<file path="src/rtl/mem_arb_pkg.sv">
// mem_arb_pkg: shared state type and default widths for the memory port arbiter.
package mem_arb_pkg;
  localparam int ADDR_W_DEF = 32;
  localparam int DATA_W_DEF = 32;
  localparam int TIMEOUT_DEF = 16;
  typedef enum logic [1:0] {IDLE, FETCH_WAIT, DATA_WAIT} arb_state_t;
endpackage

</file>
<file path="src/rtl/mem_arb_watchdog.sv">
// mem_arb_watchdog: counts wait cycles without mem_ack and flags expiry at TIMEOUT-1.
module mem_arb_watchdog #(
  parameter int TIMEOUT = 16
) (
  input  logic clk,
  input  logic reset,
  input  logic active,
  input  logic ack,
  output logic expired
);
  localparam int CW = $clog2(TIMEOUT) + 1;
  logic [CW-1:0] count;
  // Held at zero outside a wait, so every wait starts counting from zero.
  always_ff @(posedge clk)
    count <= (reset || !active || ack) ? '0 : count + 1'b1;
  assign expired = active && !ack && (count == CW'(TIMEOUT - 1));
endmodule

</file>
<file path="src/rtl/mem_port_arbiter.sv">
// mem_port_arbiter: fixed-priority (data over fetch) sharing of one memory port.
// Define MEM_TIMEOUT_EN to add the wait-state watchdog that drives bus_err.
module mem_port_arbiter
  import mem_arb_pkg::*;
#(
  parameter int ADDR_W = ADDR_W_DEF,
  parameter int DATA_W = DATA_W_DEF
`ifdef MEM_TIMEOUT_EN
  ,
  parameter int TIMEOUT = TIMEOUT_DEF
`endif
) (
  input  logic              clk,
  input  logic              reset,
  input  logic              if_req,
  input  logic [ADDR_W-1:0] if_addr,
  input  logic              if_abort,
  output logic              if_ready,
  output logic [DATA_W-1:0] if_rdata,
  input  logic              dmem_rd,
  input  logic              dmem_wr,
  input  logic [ADDR_W-1:0] dmem_addr,
  input  logic [DATA_W-1:0] dmem_wdata,
  output logic              dmem_ready,
  output logic [DATA_W-1:0] dmem_rdata,
  output logic              stall_if,
  output logic              stall_mem,
  output logic              mem_req,
  output logic              mem_we,
  output logic [ADDR_W-1:0] mem_addr,
  output logic [DATA_W-1:0] mem_wdata,
  input  logic [DATA_W-1:0] mem_rdata,
  input  logic              mem_ack,
  output logic              bus_err
);
  arb_state_t state;
  logic discard;
  logic expired;
  logic done;
`ifdef MEM_TIMEOUT_EN
  mem_arb_watchdog #(.TIMEOUT(TIMEOUT)) watchdog (
    .clk(clk),
    .reset(reset),
    .active(mem_req),
    .ack(mem_ack),
    .expired(expired)
  );
`else
  assign expired = 1'b0;
`endif
  assign bus_err = expired;
  assign done = mem_ack || expired;
  assign mem_req = state != IDLE;
  assign dmem_ready = (state == DATA_WAIT) && done;
  // Stores return no data; a timed-out access returns zero.
  assign dmem_rdata = (state == DATA_WAIT && mem_ack && !mem_we) ? mem_rdata : '0;
  assign if_ready = (state == FETCH_WAIT) && done && !discard && !if_abort;
  assign if_rdata = (if_ready && mem_ack) ? mem_rdata : '0;
  assign stall_if = if_req && !if_ready;
  assign stall_mem = (dmem_rd || dmem_wr) && !dmem_ready;
  always_ff @(posedge clk) begin
    if (reset) begin
      state <= IDLE;
      discard <= 1'b0;
      mem_we <= 1'b0;
      mem_addr <= '0;
      mem_wdata <= '0;
    end else begin
      case (state)
        IDLE: begin
          if (dmem_rd || dmem_wr) begin
            state <= DATA_WAIT;
            mem_addr <= dmem_addr;
            mem_we <= dmem_wr;
            mem_wdata <= dmem_wdata;
          end else if (if_req && !if_abort) begin
            state <= FETCH_WAIT;
            mem_addr <= if_addr;
            mem_we <= 1'b0;
          end
        end
        // The memory access always runs to completion; an abort only hides the response.
        FETCH_WAIT: begin
          state <= done ? IDLE : FETCH_WAIT;
          discard <= !done && (discard || if_abort);
        end
        default: state <= done ? IDLE : DATA_WAIT;
      endcase
    end
  end
endmodule

</file>
<file path="config.mk">
export PLATFORM = sky130hd
export DESIGN_NAME = mem_port_arbiter
export DESIGN_NICKNAME = d
export VERILOG_FILES = /design/src/rtl/mem_arb_pkg.sv /design/src/rtl/mem_arb_watchdog.sv /design/src/rtl/mem_port_arbiter.sv
export SDC_FILE = /design/constraint.sdc
export NUM_CORES = 1
export LEC_CHECK = 0
export CORE_ASPECT_RATIO = 1.1
export CORE_MARGIN = 5
export CORE_UTILIZATION = 35
export DETAILED_ROUTE_END_ITERATION = 10
export PLACE_DENSITY_LB_ADDON = 0.1
export SYNTH_ARGS = -nofsm -noshare
export SYNTH_HDL_FRONTEND = slang
export SYNTH_SLANG_ARGS = --single-unit
export TNS_END_PERCENT = 10
</file>
<file path="constraint.sdc">
create_clock -name clk -period 2.4 [get_ports clk]
set_clock_uncertainty 0.2 [all_clocks]
set_input_delay 0.6 -clock clk [delete_from_list [all_inputs] [get_ports clk]]
set_output_delay 0.6 -clock clk [all_outputs]
set_load 0.02 [all_outputs]
</file>
==> reports/results.txt, run 1 <==
status: finished, final reports clean
Worst path max stage delay: 0.22 ns
area leader, netlist: dfxtp_1
met2 wire length: 8457 microns
port buffer count: 268
Setup-failing EPs final: 0
initial antenna violation count: 4
# fillers: 834
Ports: 270
Clk Latency, worst-skew pair: 0.33 ns
Global Route Usage Sum: 24.38%
maximum root-to-sink buffer count: 2
Synth cell types: 32
CTS Sinks: 68
commonest non-fill, non-tap cell in the layout: clkdlybuf4s50_1
Worst path top cell family by delay: buffers and inverters
Ys Warns: 0
#FFs+latches synth: 68
Peak VDD IR: 0.0004563 V
H-tree depth: 3
Finished Layout Cells: 875
Via density: 5.142
max-slew violations: 0
core area: 10,490 sq um
area fraction in compound gates after synthesis: 29.92%
fin crit period: 2.398 ns
post-synthesis cell area: 3780 sq um
drt pass-1 iters: 5
fin crit share: 99.92%
CP max-delay cell: clkdlybuf4s15_1
max_slew headroom: 57.97%
WHS: 0.2552 ns
CP bufs+invs: 4
Core Util, Final: 69.23%
WP data required: 1.60 ns
register area share after synthesis: 36.01%
top sig layer: met4
commonest cells after routing, fill and taps aside: 194 x clkdlybuf4s50_1, 66 x dfxtp_1, 53 x buf_6, 41 x and2_4, 34 x inv_1
clock root buffer master: clkbuf_16
Syn Area/Cell: 8.094 sq um
leakage: 0.002826 uW
number of max-cap violations: 0
first-pass GRT wire length: 24,750 microns
Final nets: 858
cell count after synthesis: 467
Die Y: 119.0 microns
Rows: 39
kind of critical path: input pin to primary output
post-synthesis mux area share: 0%
DP HPWL: 11,770 microns
GRT overflow: 0
Comb power frac: 30.4%
sequential share of power: 34.3%
vias in the first global route: 4,456
simple-gate share of the synthesized area: 23.80%
worst slew pin tran: 0.6305 ns
total number of vias: 4,499
antenna-violating nets left: 0
largest net degree at the start of global routing: 67
sw frac: 29.91%
clock power share: 35.3%
drc violations: 0
pwr/cell area: 517.1 nW/um^2
DRT iter0 DRCs: 190
total power: 3756 uW
share of layout cells above drive strength 1: 23.49%
Layout area overhead: 92.16%
post-synthesis adder-cell area fraction: 0%
placed instance count: 845
TritonCTS clock tree: done
Yosys top cell area share: 36.01%
Die ar.: 12,980 sq um
CTS Buf Count: 9
Post-Syn Nets: 602
Detail Route met3 WL: 1448 microns
main combinational cell family by area after synthesis: compound AO/OA/AOI/OAI gates
switching power: 1123 uW
critical path launch point type: input pin
Die X: 109.1 microns
most used cell, CP: buf_6
met1 WL: 6448 microns
Synth Area in XOR/XNOR: 0%
Routed WL: 16,950 microns
Synth area leaders: dfxtp_1 36%, and2_1 11%, a2111oi_0 7.4%
internal power: 2632 uW
unrepaired setup endpoints after global routing: true
Hold Path Class: register to register
GP Congestion: 0.8172
WL per Instance: 19.38 microns
crit end category: primary output
hold bufs inserted after CTS: 0
Clk pin slew, worst setup/hold paths: 0.06 ns
Hold Violations, Final: 0
critical-path cell list: clkdlybuf4s15_1 -> nor3_4 -> buf_6 -> buf_16 -> and2_1 -> buf_6
fmax: 0.4170 GHz
Starting Density: 36.03%
CP max FO: 9
Data arrival, critical path: 1.60 ns
==> cell type report <==
cell class / instances / area (sq um) / area share [%]
diodes: 4 / 10.01 / 0.1378
clock buffers: 9 / 225.2 / 3.101
clock inverters: 7 / 73.82 / 1.016
inverters: 35 / 131.4 / 1.809
multi-input cells: 309 / 2153 / 29.65
flip-flops and latches: 68 / 1364 / 18.78
well taps: 143 / 178.9 / 2.463
repair buffers: 300 / 3127 / 43.05
==> stage by stage <==
step                worst slack (ns)  TNS [ns]  instance area (sq um)
detailed placement           -0.8159    -55.04                   6631
CTS                         -0.06093    -1.471                   7038
finish                      0.001885         0                   7263
floorplan                    0.01545         0                   3780
global placement             -0.7793    -51.97                   6631
global route                -0.07908    -2.438                   7263
==> sequential cells by signal, summed over array words and instances, names as in the netlist <==
signal     flops
mem_addr      32
mem_wdata     32
state          2
discard        1
mem_we         1
==> metal layers <==
layer / up-vias / global-route usage, %
met5: - / 0
met4: 0 / 12.31
met3: 41 / 7.630
met2: 197 / 42.20
met1: 2071 / 26.37
li1: 2190 / -
==> timing repair <==
| item | CTS | global route |
|---|---|---|
| gates resized for setup | 369 | 71 |
| setup endpoints to repair | 68 | 67 |
| gates cloned | 5 | 1 |
| setup buffers | 4 | 0 |
| pin swaps | 19 | 17 |
==> cell families (layout without fill, tap and decap cells) <==
group,after synthesis,in the layout
flip-flops,68,68
AO/OA/AOI/OAI,165,165
buffers and inverters,90,351
other,1,5
AND/OR/NAND/NOR,143,143
==> path summary, 6_finish.rpt <==
path | startpoint | cells past startpoint | to | slack [ns]
worst max-delay path | if_abort | 6 | if_rdata[3] | 0.002
worst min-delay path | mem_addr[21] | 2 | mem_addr[21] | 0.26
worst max register to register | state[1] | 7 | mem_addr[18] | 0.35
worst min register to register | mem_addr[21] | 2 | mem_addr[21] | 0.26
==> Yosys cell counts (all sizes together) <==
cell / n
a2111oi: 32
a211oi: 32
a21o: 1
a21oi: 32
a2bb2oi: 1
a31o: 2
and2: 64
and2b: 1
and3: 2
and3b: 1
buf: 16
clkbuf: 39
conb: 1
dfxtp: 68
inv: 35
nand2b: 2
nand3: 32
nand3b: 1
nor2: 4
nor2b: 1
nor3: 2
nor3b: 32
o21a: 32
o21ai: 32
o31a: 1
or2: 1
==> power groups by stage <==
stage               logic [uW]  registers (uW)  clock network (uW)
floorplan                  390            1430                   0
global route              1210            1300                1410
finish                    1140            1290                1330
detailed placement        1110            1310                   0
CTS                       1120            1290                1350
global placement          1100            1300                   0
==> worst register-to-register path, delay by kind of cell (launching register included) <==
family	cells	cell delay, ns
AOI/OAI and AO/OA	2	0.73
and+or+nand+nor	1	0.11
DFF	1	0.32
buffers and inverters	4	0.61
Power figures use the tool's default switching activity.
==> inputs of run 2 (changes only) <==
--- a/config.mk
+++ b/config.mk
@@ -5,9 +5,10 @@
 export SDC_FILE = /design/constraint.sdc
 export NUM_CORES = 1
 export LEC_CHECK = 0
+export ABC_AREA = 1
 export CORE_ASPECT_RATIO = 1.1
 export CORE_MARGIN = 5
-export CORE_UTILIZATION = 35
+export CORE_UTILIZATION = 34
 export DETAILED_ROUTE_END_ITERATION = 10
 export PLACE_DENSITY_LB_ADDON = 0.1
 export SYNTH_ARGS = -nofsm -noshare
==> constraint.sdc (replaced) <==
create_clock -name clk -period 2.6 [get_ports clk]
set_clock_uncertainty 0.2 [all_clocks]
set_input_delay 0.65 -clock clk [delete_from_list [all_inputs] [get_ports clk]]
set_output_delay 0.65 -clock clk [all_outputs]
set_load 0.02 [all_outputs]
==> run 2 against run 1 <==
Final cell count is 13% higher. Total power is 13% lower. Sequential cell count stayed put. Highest routed layer unchanged. Critical path depth is 2 lower. Clock power is 34% lower. Largest power group is now sequential cells. Die area is 5.4% lower. Sequential share of layout area is 2.5 points higher. Core utilization is 4.5 points lower. Synthesized area is 8.6% lower. Final area is 12% lower. Largest cell class unchanged.
==> reports/results.txt, run 2 <==
status: finished, final reports clean
Setup-failing EPs final: 0 (unchanged)
register area share after synthesis: 39.41% (+3.4 points)
share of layout cells above drive strength 1: 15.05% (-8.4 points)
commonest cells after routing, fill and taps aside: 198 x clkdlybuf4s50_1, 190 x nor2_1, 166 x nand2_1, 70 x inv_1, 67 x dfxtp_1
DRT iter0 DRCs: 177 (-6.8%)
first-pass GRT wire length: 20,550 microns (-17%)
fin crit period: 2.568 ns
vias in the first global route: 3,937 (-12%)
CP max-delay cell: clkdlybuf4s50_1
fmax: 0.3895 GHz
initial antenna violation count: 2 (-2)
Starting Density: 34.93% (-1.1 points)
Global Route Usage Sum: 21.35% (-3.0 points)
Routed WL: 13,930 microns (-18%)
worst slew pin tran: 0.5623 ns (-0.06819 ns)
H-tree depth: 3 (unchanged)
commonest non-fill, non-tap cell in the layout: clkdlybuf4s50_1
Hold Path Class: register to register
Rows: 38 (-2.6%)
PnR worst setup slack: 0.03230 ns (+0.03042 ns)
Data arrival, critical path: 1.72 ns (+0.12 ns)
antenna-violating nets left: 0 (unchanged)
TritonCTS clock tree: done
postcts setup bufs: 0 (-4)
Ports: 270 (unchanged)
GRT overflow: 0 (unchanged)
Layout area overhead: 85.33%
Final nets: 994 (+16%)
drt pass-1 iters: 4 (-1)
Worst path max stage delay: 0.55 ns (+0.33 ns)
CTS Buf Count: 9 (unchanged)
largest net degree at the start of global routing: 51 (-24%)
R2R cell count: 6 (-1)
Clk Latency, worst-skew pair: 0.34 ns (about the same)
Die X: 106.1 microns (-2.7%)
DP Worst Slack: -0.6500 ns (+0.1659 ns)
kind of critical path: input pin to primary output
biggest regs: mem_addr x32, mem_wdata x32, state x2
Peak VDD IR: 0.0004076 V (-11%)
cell count after synthesis: 587 (+26%)
Synth top cells by count: 197 x nor2_1, 166 x nand2_1, 73 x inv_1, 68 x dfxtp_1, 21 x o21ai_0
Post-Syn Nets: 722 (+20%)
post-synthesis async set-or-reset flop share: 0% (unchanged)
Die ar.: 12,280 sq um (-5.4%)
worst hold stages: 2 (unchanged)
crit end category: primary output
port buffer count: 268 (unchanged)
WL per Instance: 14.13 microns (-27%)
DP Area: 6310 sq um (-4.8%)
leakage: 0.003263 uW (+15%)
CTS Sinks: 68 (unchanged)
Ys Warns: 0 (unchanged)
Post-synth EDFFs: 0 (unchanged)
#FFs+latches synth: 68 (unchanged)
Design Area, Final: 6402 sq um (-12%)
drc violations: 0 (unchanged)
GP Congestion: 0.8272 (+1.2%)
Yosys top cell area share: 39.41% (+3.4 points)
maximum root-to-sink buffer count: 2 (unchanged)
Worst path top cell family by delay: buffers and inverters
DP HPWL: 10,930 microns (-7.2%)
pwr/cell area: 509.7 nW/um^2 (-1.4%)
critical path launch point type: input pin
Synth area leaders: dfxtp_1 39%, nor2_1 21%, nand2_1 18%
total power: 3263 uW (-13%)
max_slew headroom: 62.46% (+4.5 points)
most frequent cell after synthesis: nor2_1
CP max FO: 2 (-7)
area leader, netlist: dfxtp_1
max-slew violations: 0 (unchanged)
core area: 9889 sq um (-5.7%)
Via density: 4.376 (-15%)
critical-path cell list: clkdlybuf4s50_1 -> nor2_4 -> nor2_1 -> clkdlybuf4s15_1
final setup TNS: 0 ns (unchanged)
post-synthesis cell area: 3455 sq um (-8.6%)
Syn Area/Cell: 5.885 sq um (-27%)
Hold Violations, Final: 0 (unchanged)
CP bufs+invs: 2 (-2)
clock root buffer master: clkbuf_8
fin crit share: 98.76%
Top FF cell, synth: dfxtp_1
Crit path depth: 4 (-2)
Synth cell types: 17 (-47%)
Clk pin slew, worst setup/hold paths: 0.07 ns (about the same)
total number of vias: 4,315 (-4.1%)
hold bufs inserted after CTS: 0 (unchanged)
WP data required: 1.75 ns (+0.15 ns)
number of max-cap violations: 0 (unchanged)
Die Y: 115.7 microns (-2.8%)
==> run 2: changes by cell type after synthesis, sizes merged, moves of 33 or more <==
cell    change
and2       -64
clkbuf     -33
nor2      +195
inv        +41
nand2     +170
==> run 2: logic make-up (layout without fill, tap and decap cells) <==
kind of cell           Yosys count  count (layout)  synth area share [%]
and+or+nand+nor                372             372                 41.87
buffers and inverters          108             385                 13.11
DFF                             68              68                 39.41
AOI/OAI and AO/OA               38              38                 5.505
other                            1               3                0.1086
==> run 2: cell type report <==
type                       instances  area [sq um]
inverter                          76         285.3
antenna                            2         5.005
clock buffer                      10         137.6
clock inverter                     6         63.81
timing repair buffer             293          2721
multi-input combinational        411          1677
sequential                        68          1363
tap                              120         150.1
fill                             920          3487
==> run 2: power breakdown <==
part	total, uW	switching (uW)	internal (uW)
clock	873	407	466
combinational	1170	596	570
sequential	1220	59.8	1160
total	3260	1060	2200
==> run 2: per-layer routing <==
layer	GRT usage (%)	vias up	routed length, microns	share of wire (%)
li1	-	2253	-	-
met1	22.30	1861	5311	38
met2	38.23	178	6920	50
met3	9.081	23	1379	9.9
met4	8.117	0	320	2.3
met5	0	-	0	0
==> run 2: repair_timing <==
item,CTS,global route
gates cloned,1,3
endpoints found under the hold margin,0,0
resized for setup,290,19
pin swaps,2,1
endpoints found under the setup margin,68,61
==> run 2: final timing paths <==
kind | startpoint | endpoint | slack, ns
setup / recovery | dmem_wr | stall_mem | 0.03
hold reg to reg | mem_wdata[8] | mem_wdata[8] | 0.28
setup reg to reg | state[1] | mem_wdata[25] | 0.89
hold / removal | mem_wdata[8] | mem_wdata[8] | 0.28
==> run 2: stage by stage <==
step / instances / util [%] / hold slack (ns)
CTS: 981 / 64.20 / 0.2894
global placement: 964 / 63.80 / 0.2616
detailed placement: 964 / 63.80 / 0.2717
global route: 986 / 64.74 / 0.3131
floorplan: 587 / - / 0.2576
finish: 986 / 64.74 / 0.2814
==> run 2: worst min-delay path: cells and delay by family, from the launching register on <==
family	cells	cell delay [ns]
flops	1	0.33
simple gates	2	0.12
==> inputs of run 3 (changes only) <==
--- a/config.mk
+++ b/config.mk
@@ -6,12 +6,12 @@
 export NUM_CORES = 1
 export LEC_CHECK = 0
 export ABC_AREA = 1
-export CORE_ASPECT_RATIO = 1.1
-export CORE_MARGIN = 5
-export CORE_UTILIZATION = 34
+export CORE_AREA = 2 2 104 106
 export DETAILED_ROUTE_END_ITERATION = 10
+export DIE_AREA = 0 0 106 108
 export PLACE_DENSITY_LB_ADDON = 0.1
 export SYNTH_ARGS = -nofsm -noshare
 export SYNTH_HDL_FRONTEND = slang
+export SYNTH_HIERARCHICAL = 1
 export SYNTH_SLANG_ARGS = --single-unit
 export TNS_END_PERCENT = 10
==> run 3 against run 2 <==
Final area is 0.68% lower. Sequential power hardly changed. Synthesized cell count stayed put. Core utilization is 2.6 points lower. Sequential cell count stayed put. Critical path type is now register to primary output. Critical endpoint is now mem_req. Highest routed layer unchanged.
==> reports/results.txt, run 3 <==
status: finished, final reports clean
DRT iter0 DRCs: 239 (+35%)
Clk pin slew, worst setup/hold paths: 0.07 ns (about the same)
fin crit period: 2.500 ns (-0.06732 ns)
Global Route Usage Sum: 21.36% (about the same)
DP HPWL: 9900 microns (-9.4%)
Data arrival, critical path: 1.65 ns (-0.07 ns)
leakage: 0.003255 uW (-0.23%)
max-slew violations: 0 (unchanged)
GRT overflow: 0 (unchanged)
largest net degree at the start of global routing: 34 (-33%)
number of max-cap violations: 0 (unchanged)
crit end category: primary output
Die Y: 108 microns (-6.7%)
max_slew headroom: 62.75% (+0.29 points)
cell count after synthesis: 587 (unchanged)
Routed WL: 12,970 microns (-6.9%)
fin crit share: 96.17% (-2.6 points)
drt pass-1 iters: 7 (+3)
core area: 10,230 sq um (+3.5%)
worst slew pin tran: 0.5580 ns (-0.004340 ns)
#FFs+latches synth: 68 (unchanged)
Layout area overhead: 84.06%
Rows: 37 (-2.6%)
Hold Path Class: register to register
kind of critical path: register to primary output
post-synthesis async set-or-reset flop share: 0% (unchanged)
Peak VDD IR: 0.0003795 V (-6.9%)
Syn Area/Cell: 5.885 sq um (unchanged)
Synth area leaders: dfxtp_1 39%, nor2_1 21%, nand2_1 18%
Synth cell types: 17 (unchanged)
final setup TNS: 0 ns (unchanged)
first-pass GRT wire length: 19,260 microns (-6.3%)
area leader, netlist: dfxtp_1
WL per Instance: 12.99 microns (-8.0%)
unrepaired setup endpoints after global routing: false
critical path launch point type: register
Worst path max stage delay: 0.58 ns (+0.03 ns)
Die X: 106 microns (-0.10%)
GP Congestion: 0.8336 (+0.77%)
Die ar.: 11,450 sq um (-6.8%)
Post-Syn Nets: 722 (unchanged)
Via density: 4.355 (-0.49%)
total number of vias: 4,346 (+0.72%)
Hold Violations, Final: 0 (unchanged)
Design Area, Final: 6359 sq um (-0.68%)
share of layout cells above drive strength 1: 13.95% (-1.1 points)
critical-path cell list: buf_4 -> nor2_4 -> inv_1 -> clkdlybuf4s50_1
initial antenna violation count: 2 (unchanged)
antenna-violating nets left: 0 (unchanged)
CP max-delay cell: clkdlybuf4s50_1
Starting Density: 33.77% (-1.2 points)
Clk Latency, worst-skew pair: 0.33 ns (about the same)
vias in the first global route: 3,929 (-0.20%)
pwr/cell area: 521.7 nW/um^2 (+2.4%)
CP max FO: 6 (+4)
commonest non-fill, non-tap cell in the layout: clkdlybuf4s50_1
hold bufs inserted after CTS: 0 (unchanged)
H-tree depth: 3 (unchanged)
Ys Warns: 6 (+6)
most frequent cell after synthesis: nor2_1
post-synthesis cell area: 3455 sq um (unchanged)
Worst path top cell family by delay: buffers and inverters
CTS Sinks: 68 (unchanged)
DP Area: 6335 sq um (+0.40%)
Post-synth EDFFs: 0 (unchanged)
clock root buffer master: clkbuf_8
CTS Buf Count: 9 (unchanged)
CP bufs+invs: 3 (+1)
biggest regs: mem_addr x32, mem_wdata x32, state x2
sequential cell area: 1361 sq um (about the same)
TritonCTS clock tree: done
Yosys top cell area share: 39.41% (unchanged)
# fillers: 951 (+3.4%)
drc violations: 0 (unchanged)
WP data required: 1.75 ns (about the same)
commonest cells after routing, fill and taps aside: 198 x clkdlybuf4s50_1, 196 x nor2_1, 166 x nand2_1, 70 x inv_1, 68 x dfxtp_1
Top FF cell, synth: dfxtp_1
register area share after synthesis: 39.41% (unchanged)
Ports: 270 (unchanged)
Final nets: 991 (-0.30%)
port buffer count: 268 (unchanged)
fmax: 0.3999 GHz (+2.7%)
maximum root-to-sink buffer count: 2 (unchanged)
Synth top cells by count: 197 x nor2_1, 166 x nand2_1, 73 x inv_1, 68 x dfxtp_1, 21 x o21ai_0
Setup-failing EPs final: 0 (unchanged)
Multi-input gate area: 1652 sq um (-1.5%)
run 3: kinds of logic (layout without fill, tap and decap cells):
group	count (synthesis)	after routing	synth area share [%]
compound gates	38	38	5.505
flops	68	68	39.41
simple gates	372	372	41.87
buf+inv	108	381	13.11
other cells	1	3	0.1086
run 3: layout make-up:
| type | instances | area share [%] |
|---|---|---|
| clock inverter | 6 | 1.417 |
| tap | 136 | 2.676 |
| clock buffer | 9 | 1.948 |
| multi-input combinational | 411 | 25.97 |
| sequential | 68 | 21.41 |
| antenna | 2 | 0.07871 |
| timing repair buffer | 290 | 42.01 |
| inverter | 76 | 4.486 |
run 3: stage by stage:
step                      instances  util [%]  power, uW  hold slack, ns  worst slack (ns)
after floorplan                 587         -       1811          0.2576            0.1887
after global placement          976     61.92       2398          0.2626           -0.5564
after detailed placement        976     61.92       2421          0.2721           -0.6059
after CTS                       991     61.45       3341          0.2871          -0.09874
after global routing            998     62.15       3514          0.3022           0.01675
final                           998     62.15       3317          0.2827           0.09962
run 3: final timing paths:
path                      start            end  slack, ns  cells past startpoint
hold / removal    mem_wdata[18]  mem_wdata[18]       0.28                      2
setup reg to reg       state[1]  mem_wdata[31]       0.92                      6
hold reg to reg   mem_wdata[18]  mem_wdata[18]       0.28                      2
setup / recovery       state[1]        mem_req        0.1                      4
run 3: routing by layer:
metal	routed length, microns	track usage (%)	share of wire (%)
met1	4706	21.85	36
met2	6827	40.23	53
met3	1076	6.631	8.3
met4	360	9.117	2.8
met5	0	0	0
run 3: worst min-delay path, stage by stage, from the launching register on:
cell,delay (ns)
dfxtp_1,0.33
nor2_1,0.04
nor2_1,0.08
run 3: where the power goes:
group / internal [uW] / leakage [uW] / switching (uW)
clock network: 536 / 0.000105 / 402
logic: 561 / 0.00258 / 595
registers: 1160 / 0.000565 / 59.8
run 3: repair_timing:
item,in CTS,in global routing
endpoints found under the setup margin,65,34
pin swaps,1,1
buffers inserted,0,1
endpoints found under the hold margin,0,0
gates cloned,0,4
resized for setup,264,21
